**config.mk**
```make
export PLATFORM = sky130hd
export DESIGN_NAME = multi_channel_timer
export DESIGN_NICKNAME = d
export VERILOG_FILES = /design/src/rtl/multi_channel_timer.sv
export SDC_FILE = /design/constraint.sdc
export NUM_CORES = 1
export LEC_CHECK = 0
export ABC_CLOCK_PERIOD_IN_PS = 3000
export BUFFER_PORTS_ARGS = -buffer_cell sky130_fd_sc_hd__buf_2
export CAP_MARGIN = 20
export CORE_MARGIN = 4
export CORE_UTILIZATION = 51
export DETAILED_ROUTE_END_ITERATION = 12
export PLACE_DENSITY = 0.68
export SETUP_SLACK_MARGIN = 0.3
export SLEW_MARGIN = 40
export SYNTH_ARGS = -nofsm -noshare
export SYNTH_HDL_FRONTEND = slang
export SYNTH_SLANG_ARGS = --single-unit
export TNS_END_PERCENT = 5
```
**constraint.sdc**
```tcl
create_clock -name clk_50_mhz -period 3 [get_ports clk_50_mhz]
set_input_delay 0.3 -clock clk_50_mhz [delete_from_list [all_inputs] [get_ports clk_50_mhz]]
set_output_delay 0.3 -clock clk_50_mhz [all_outputs]
set_load 0.03 [all_outputs]
```
**src/rtl/multi_channel_timer.sv**
```systemverilog
// CHANNELS independent divide-by-(T+1) timers: registered tick strobe, 50% clk_out, one-shot done flag.
// Optional macro MCT_PRESCALE_EN gates channel advance with a shared free-running PRESCALE strobe.
module multi_channel_timer #(
   parameter int CHANNELS      = 4,
   parameter int WIDTH         = 25,
   parameter int DEFAULT_COUNT = 24999999,
   parameter int PRESCALE      = 1000
) (
   input  logic                                              clk_50_mhz,
   input  logic                                              rst_n,
   input  logic [CHANNELS-1:0]                               enable,
   input  logic [CHANNELS-1:0]                               mode,
   input  logic                                              load,
   input  logic [((CHANNELS > 1) ? $clog2(CHANNELS) : 1)-1:0] load_ch,
   input  logic [WIDTH-1:0]                                  load_val,
   output logic [CHANNELS-1:0]                               clk_out,
   output logic [CHANNELS-1:0]                               tick,
   output logic [CHANNELS-1:0]                               done
);

   localparam int CH_W = (CHANNELS > 1) ? $clog2(CHANNELS) : 1;

   typedef enum logic [1:0] {
      ST_IDLE = 2'd0,
      ST_RUN  = 2'd1,
      ST_DONE = 2'd2
   } state_t;

   state_t              state_q [CHANNELS];
   state_t              state_d [CHANNELS];
   logic [WIDTH-1:0]    count_q [CHANNELS];
   logic [WIDTH-1:0]    count_d [CHANNELS];
   logic [WIDTH-1:0]    term_q  [CHANNELS];
   logic [CHANNELS-1:0] clk_q;
   logic [CHANNELS-1:0] clk_d;
   logic [CHANNELS-1:0] tick_q;
   logic [CHANNELS-1:0] tick_d;
   logic [CHANNELS-1:0] done_q;
   logic [CHANNELS-1:0] done_d;
   logic                advance;

`ifdef MCT_PRESCALE_EN
   localparam int PRE_W = (PRESCALE > 1) ? $clog2(PRESCALE) : 1;

   logic [PRE_W-1:0] pre_cnt;

   always_ff @(posedge clk_50_mhz or negedge rst_n) begin
      if (!rst_n) begin
         pre_cnt <= '0;
      end else if (advance) begin
         pre_cnt <= '0;
      end else begin
         pre_cnt <= pre_cnt + PRE_W'(1);
      end
   end

   assign advance = (pre_cnt == PRE_W'(PRESCALE - 1));
`else
   // PRESCALE is required to be >= 1, so channels advance on every cycle here.
   assign advance = (PRESCALE >= 1);
`endif

   // Out-of-range load_ch values match no channel and are dropped.
   always_ff @(posedge clk_50_mhz or negedge rst_n) begin
      if (!rst_n) begin
         for (int i = 0; i < CHANNELS; i++) begin
            term_q[i] <= WIDTH'(DEFAULT_COUNT);
         end
      end else begin
         for (int i = 0; i < CHANNELS; i++) begin
            if (load && (load_ch == CH_W'(i))) begin
               term_q[i] <= load_val;
            end
         end
      end
   end

   always_ff @(posedge clk_50_mhz or negedge rst_n) begin
      if (!rst_n) begin
         for (int i = 0; i < CHANNELS; i++) begin
            state_q[i] <= ST_IDLE;
            count_q[i] <= '0;
         end
         clk_q  <= '0;
         tick_q <= '0;
         done_q <= '0;
      end else begin
         for (int i = 0; i < CHANNELS; i++) begin
            state_q[i] <= state_d[i];
            count_q[i] <= count_d[i];
         end
         clk_q  <= clk_d;
         tick_q <= tick_d;
         done_q <= done_d;
      end
   end

   always_comb begin
      for (int i = 0; i < CHANNELS; i++) begin
         state_d[i] = state_q[i];
         count_d[i] = count_q[i];
         clk_d[i]   = clk_q[i];
         tick_d[i]  = 1'b0;
         done_d[i]  = done_q[i];
         case (state_q[i])
            ST_IDLE: begin
               count_d[i] = '0;
               clk_d[i]   = 1'b0;
               done_d[i]  = 1'b0;
               if (enable[i]) begin
                  state_d[i] = ST_RUN;
               end
            end
            ST_RUN: begin
               done_d[i] = 1'b0;
               // Dropping enable wins over a terminal-count hit on the same edge.
               if (!enable[i]) begin
                  state_d[i] = ST_IDLE;
                  count_d[i] = '0;
                  clk_d[i]   = 1'b0;
               end else if (advance) begin
                  if (count_q[i] >= term_q[i]) begin
                     count_d[i] = '0;
                     tick_d[i]  = 1'b1;
                     clk_d[i]   = ~clk_q[i];
                     if (mode[i]) begin
                        state_d[i] = ST_DONE;
                        done_d[i]  = 1'b1;
                     end
                  end else begin
                     count_d[i] = count_q[i] + WIDTH'(1);
                  end
               end
            end
            ST_DONE: begin
               count_d[i] = '0;
               done_d[i]  = 1'b1;
               if (!enable[i]) begin
                  state_d[i] = ST_IDLE;
                  done_d[i]  = 1'b0;
                  clk_d[i]   = 1'b0;
               end
            end
            default: begin
               state_d[i] = ST_IDLE;
               count_d[i] = '0;
               clk_d[i]   = 1'b0;
               done_d[i]  = 1'b0;
            end
         endcase
      end
   end

   always_comb begin
      clk_out = clk_q;
      tick    = tick_q;
      done    = done_q;
   end

endmodule

```
==> qor.txt, run 1 <==
FP Rows = 56
Initial core utilization = 52.06%
Share of cells above drive strength 1 = 24.06%
Netlist cell types = 59
Cell Chain, Critical Path = inv_1 > ha_1 > nand4_1 > nor4_1 > nand2_1 > o211ai_2 > or2_1 > buf_4 > nor2_1
Final non-filler cell total = 1566
Critical-path top delay cell = dfstp_2
GRT Total Usage = 19.20%
Final hold viol count = 0
DRT antenna net count = 0
Commonest non-fill, non-tap cell in the layout = dfrtp_1
Status = finished clean
Global route total overflow = 0
Via Count = 8281
Nets = 1384
Clock power share = 37.8%
Peak VDD IR = 0.4082 mV
DR DRC count = 0
Critical path arrival = 2.96 ns
Cells on worst reg2reg path = 9
CP bufs+invs = 2
Synthesis-stage register bit count = 220
# IOs = 50
Switching share of power = 27.63%
Dpl cell area = 0.01286 mm²
First-pass GRT wire length = 41.57 mm
Cell-internal power = 5.784 mW
Combinational share of power = 17.5%
Core area = 0.02354 mm²
Number of flops mapped to enable cells by yosys = 0
RePlAce Congestion = 0.8141
Worst R2R End = count_q[52]
Pleak = 6.340 nW
Post-DP HPWL = 17.59 mm
Ant. Diodes = 0
Critical path class = reg -> reg
Cells after Synth = 1166
Hold path start = enable[2]
Reg clk slew, reported paths = 0.06 ns
Worst-Margin Slew = 0.6204 ns
Area grow syn2layout = 11.99%
Mapped cell area = 0.01226 mm²
Hold Crit Class = in -> reg
RSZ-0062 raised after global routing = yes
Max-slew violation count = 0
Worst path max stage delay = 0.52 ns
Post-route cell area = 0.01373 mm²
Port Buffer Count = 49
Final setup margin = 0.4375 ns
Number of max-cap violations = 0
Pin count of the biggest net entering global routing = 80
Part of the power in registers = 44.7%
Initial antenna violation count = 0
Die Height = 163.0 µm
Worst slack at placement = 0.3239 ns
Die W = 163.0 µm
Power density cells = 582.3 mW/mm²
Drt initial violations = 496
NetSw = 2.209 mW
Routed vias/inst = 5.288
Fillers = 2046
Element type at the critical path start = flip-flop
Drt total wl = 24.71 mm
Cells after DPL = 1521
CP required = 3.40 ns
Worst-path fanout max = 25
CTS buffer count = 25
# setup viols final = 0
Setup Buffers After CTS = 0
Die area = 0.02658 mm²
Clock Latency Late Sink = 0.52 ns
FMAX = 390.2 MHz
Synth Warn # = 0
Critical R2R Launch = term_q[74]
Multi-input gate area in the final layout = 0.006052 mm²
CP Capture Type = flip-flop
Sequential-to-total area share from yosys stat = 45.61%
CTS root buf = clkbuf_16
Sink Count = 220
Slew HR = 58.64%
Most frequent cells in the layout = dfrtp_1 (152), inv_1 (127), ha_1 (116)
Post-synth top flop = dfrtp_1
Synthesized net count = 1320
Cell family with most CP delay = simple AND/OR/NAND/NOR gates
Tcrit/Tclk final = 85.42%
Hold EP = done[2]
Synth Area per Inst = 10.51 µm²
TritonCTS clock tree = done
Worst hold stages = 3
Min Tclk post-route = 2.563 ns
Setup TNS = 0 ns
H-tree Lvls = 1
Worst Skew = 0.009619 ns
Worst R2R Setup Slack = 0.44 ns
Deepest clock path buffer count = 3
Reg area = 0.005590 mm²
DR WL/cell = 15.78 µm
Ys async rst share = 100.0%
Drt first pass iters = 7
Vias in the first global route = 8282
## worst max-delay path by stage
stage,start,to,slack (ns),cells past startpoint
floorplan,term_q[41],count_q[34],0.74,9
global placement,term_q[49],count_q[49],0.39,9
detailed placement,term_q[49],count_q[30],0.32,9
CTS,term_q[49],count_q[49],0.31,9
global route,term_q[74],count_q[71],0.28,9
finish,term_q[74],count_q[52],0.44,9
## registers in the layout, summed over array words and instances, names as in the netlist
name,cells
done,4
clk_out,4
term_q,100
tick,4
state_q,8
count_q,100
## timing repair
| item | 4_1_cts | 5_1_grt |
|---|---|---|
| hold endpoints to repair | 62 | 0 |
| hold buffers | 1 | 0 |
| setup endpoints to repair | 0 | 44 |
| resized for setup | 0 | 6 |
## tightest hold or removal path: cells and delay by family
family	cells	cell delay [ns]
AOI/OAI and AO/OA	1	0.04
buffers and inverters	1	0.13
and+or+nand+nor	1	0.06
## Yosys cell counts, types with 8 or more instances
cell,count,area share [%]
a21oi_1,52,2.1
inv_1,127,3.9
nor2_1,93,2.8
nand2_1,90,2.8
mux2_2,76,7.0
dfstp_2,68,15
xor2_1,51,3.6
and4_1,8,0.57
ha_1,116,12
nand4_1,30,1.5
dfrtp_1,152,31
nand3_1,42,1.7
clkbuf_1,15,0.46
xnor2_1,41,2.9
nor2_4,36,3.3
and3_1,25,1.3
o21ai_0,43,1.8
nor3_1,8,0.33
## cell families after synthesis
logic type | count (synthesis) | share of synthesized area (%)
XOR/XNOR | 92 | 6.574
AO/OA/AOI/OAI | 147 | 7.279
multiplexers | 80 | 7.350
adder cells (fa/ha/maj) | 116 | 11.84
flip-flops | 220 | 45.61
AND/OR/NAND/NOR | 360 | 15.98
buffers and inverters | 151 | 5.369
## power groups by stage
stage	clock [mW]	sequential [mW]	combinational (mW)
2_1_floorplan	0	3.56	1.09
3_3_place_gp	0	3.60	1.35
3_5_place_dp	0	3.62	1.39
4_1_cts	3.09	3.57	1.40
5_1_grt	3.23	3.61	1.61
6_report	3.02	3.57	1.40
## area by class of cell
class	count	area share, %
Clock buffer	37	5.542
Timing Repair Buffer	61	2.807
Sequential cell	220	40.73
Tap cell	319	2.908
Inverter	127	3.473
Clock inverter	7	0.4557
Multi-Input combinational cell	795	44.09
## metal layers
layer	part of all wire (%)	vias up	GRT usage, %
li1	-	4100	-
met1	46	4059	25.90
met2	49	90	33.19
met3	3.2	32	2.574
met4	1.9	0	4.384
met5	0	-	0
## metrics by stage
step	utilization [%]	power [mW]	hold WS (ns)
finish	58.31	7.993	0.03794
CTS	58.15	8.067	0.01388
global route	58.31	8.452	0.03396
detailed placement	54.61	5.013	0.3295
global placement	54.61	4.952	0.3255
floorplan	-	4.651	0.004409
(Power assumes the default switching activity.)
==> inputs of run 2 (changes only) <==
- MAX_ROUTING_LAYER: not set -> met4
==> qor.txt, run 2 (synthesis gave the netlist of run 1 again) <==
Status = finished clean
Share of cells above drive strength 1 = 24.06%
RePlAce Congestion = 0.8261
# setup viols final = 0
Via Count = 8267
Commonest non-fill, non-tap cell in the layout = dfrtp_1
Deepest clock path buffer count = 3
Sink Count = 220
Drt total wl = 24.73 mm
Max-slew violation count = 0
Element type at the critical path start = flip-flop
Final hold viol count = 0
Area grow syn2layout = 11.99%
Most frequent cells in the layout = dfrtp_1 (152), inv_1 (127), ha_1 (116)
Slew HR = 58.55%
Drt first pass iters = 5
Pin count of the biggest net entering global routing = 80
Pleak = 6.340 nW
FMAX = 389.2 MHz
First-pass GRT wire length = 41.59 mm
Hold WS = 0.03643 ns
Tcrit/Tclk final = 85.65%
Die Height = 163.0 µm
Nets = 1384
Peak VDD IR = 0.4084 mV
CP required = 3.40 ns
DR DRC count = 0
Vias in the first global route = 8273
Routed vias/inst = 5.279
Global route total overflow = 0
Die area = 0.02658 mm²
Critical path class = reg -> reg
Top Registers = count_q x100, term_q x100, state_q x8
CTS root buf = clkbuf_16
Post-DP HPWL = 17.59 mm
Core area = 0.02354 mm²
DRT antenna net count = 0
Drt initial violations = 494
RSZ-0062 raised after global routing = yes
Critical path arrival = 2.97 ns
Initial core utilization = 52.06%
Number of max-cap violations = 0
Worst Skew = 0.007999 ns
Clock Latency Late Sink = 0.52 ns
Initial antenna violation count = 0
Worst-path fanout max = 25
H-tree Lvls = 1
FP Rows = 56
Hold Crit Class = in -> reg
Power density cells = 582.2 mW/mm²
DR WL/cell = 15.79 µm
CTS buffer count = 25
Die W = 163.0 µm
Worst-Margin Slew = 0.6217 ns
# IOs = 50
GRT Total Usage = 19.78%
Setup TNS = 0 ns
Reg clk slew, reported paths = 0.06 ns
Min Tclk post-route = 2.570 ns
Ant. Diodes = 0
Port Buffer Count = 49
TritonCTS clock tree = done
CP Capture Type = flip-flop
[run 2: cell counts in the layout (fill, tap and decap cells not counted)]
Identical to the previous run, type by type.
[run 2: stage by stage]
step / cells / utilization, % / total power, mW / area [µm²] / setup slack [ns]
floorplan: 1166 / - / 4.651 / 12260 / 0.7354
global placement: 1521 / 54.61 / 4.952 / 12860 / 0.3923
detailed placement: 1521 / 54.61 / 5.013 / 12860 / 0.3239
CTS: 1566 / 58.15 / 8.067 / 13690 / 0.3133
global route: 1566 / 58.31 / 8.455 / 13730 / 0.2793
finish: 1566 / 58.31 / 7.992 / 13730 / 0.4305
[run 2: what timing repair did]
action	4_1_cts	5_1_grt
buffers inserted	0	0
hold buffers	1	0
gates resized for setup	0	6
hold endpoints to repair	62	0
setup endpoints to repair	0	44
[run 2: layout make-up]
class | count | area, µm²
Clock buffer | 37 | 760.7
Clock inverter | 7 | 62.56
Fill cell | 2046 | 9816
Inverter | 127 | 476.7
Multi-Input combinational cell | 795 | 6052
Sequential cell | 220 | 5590
Tap cell | 319 | 399.1
Timing Repair Buffer | 61 | 385.4
[run 2: final timing paths]
path | startpoint | end | slack (ns) | cells past startpoint
max in group asynchronous | rst_n | term_q[75] | 1.73 | 3
max reg2reg | term_q[74] | count_q[52] | 0.43 | 9
min in group asynchronous | rst_n | term_q[6] | 0.34 | 2
max | term_q[74] | count_q[52] | 0.43 | 9
min | enable[2] | done[2] | 0.04 | 3
min reg2reg | term_q[6] | term_q[6] | 0.50 | 1
[run 2: where the power goes]
part	switching, mW	internal, mW
Clock	1.20	1.83
Sequential	0.176	3.40
Combinational	0.835	0.563
Total	2.21	5.78
[run 2: critical path: stages, from the launching register on]
cell and delay (ns):
dfstp_2 0.52, inv_1 0.04, ha_1 0.31, nand4_1 0.18, nor4_1 0.42, nand2_1 0.13, o211ai_2 0.30, or2_1 0.15
buf_4 0.28, nor2_1 0.10
[run 2: metal layers]
layer | up-vias | track usage, % | routed length, µm
met5 | - | - | 0
met4 | 0 | 4.384 | 476
met3 | 34 | 2.523 | 715
met2 | 94 | 33.13 | 12000
met1 | 4039 | 26.03 | 11540
li1 | 4100 | - | -
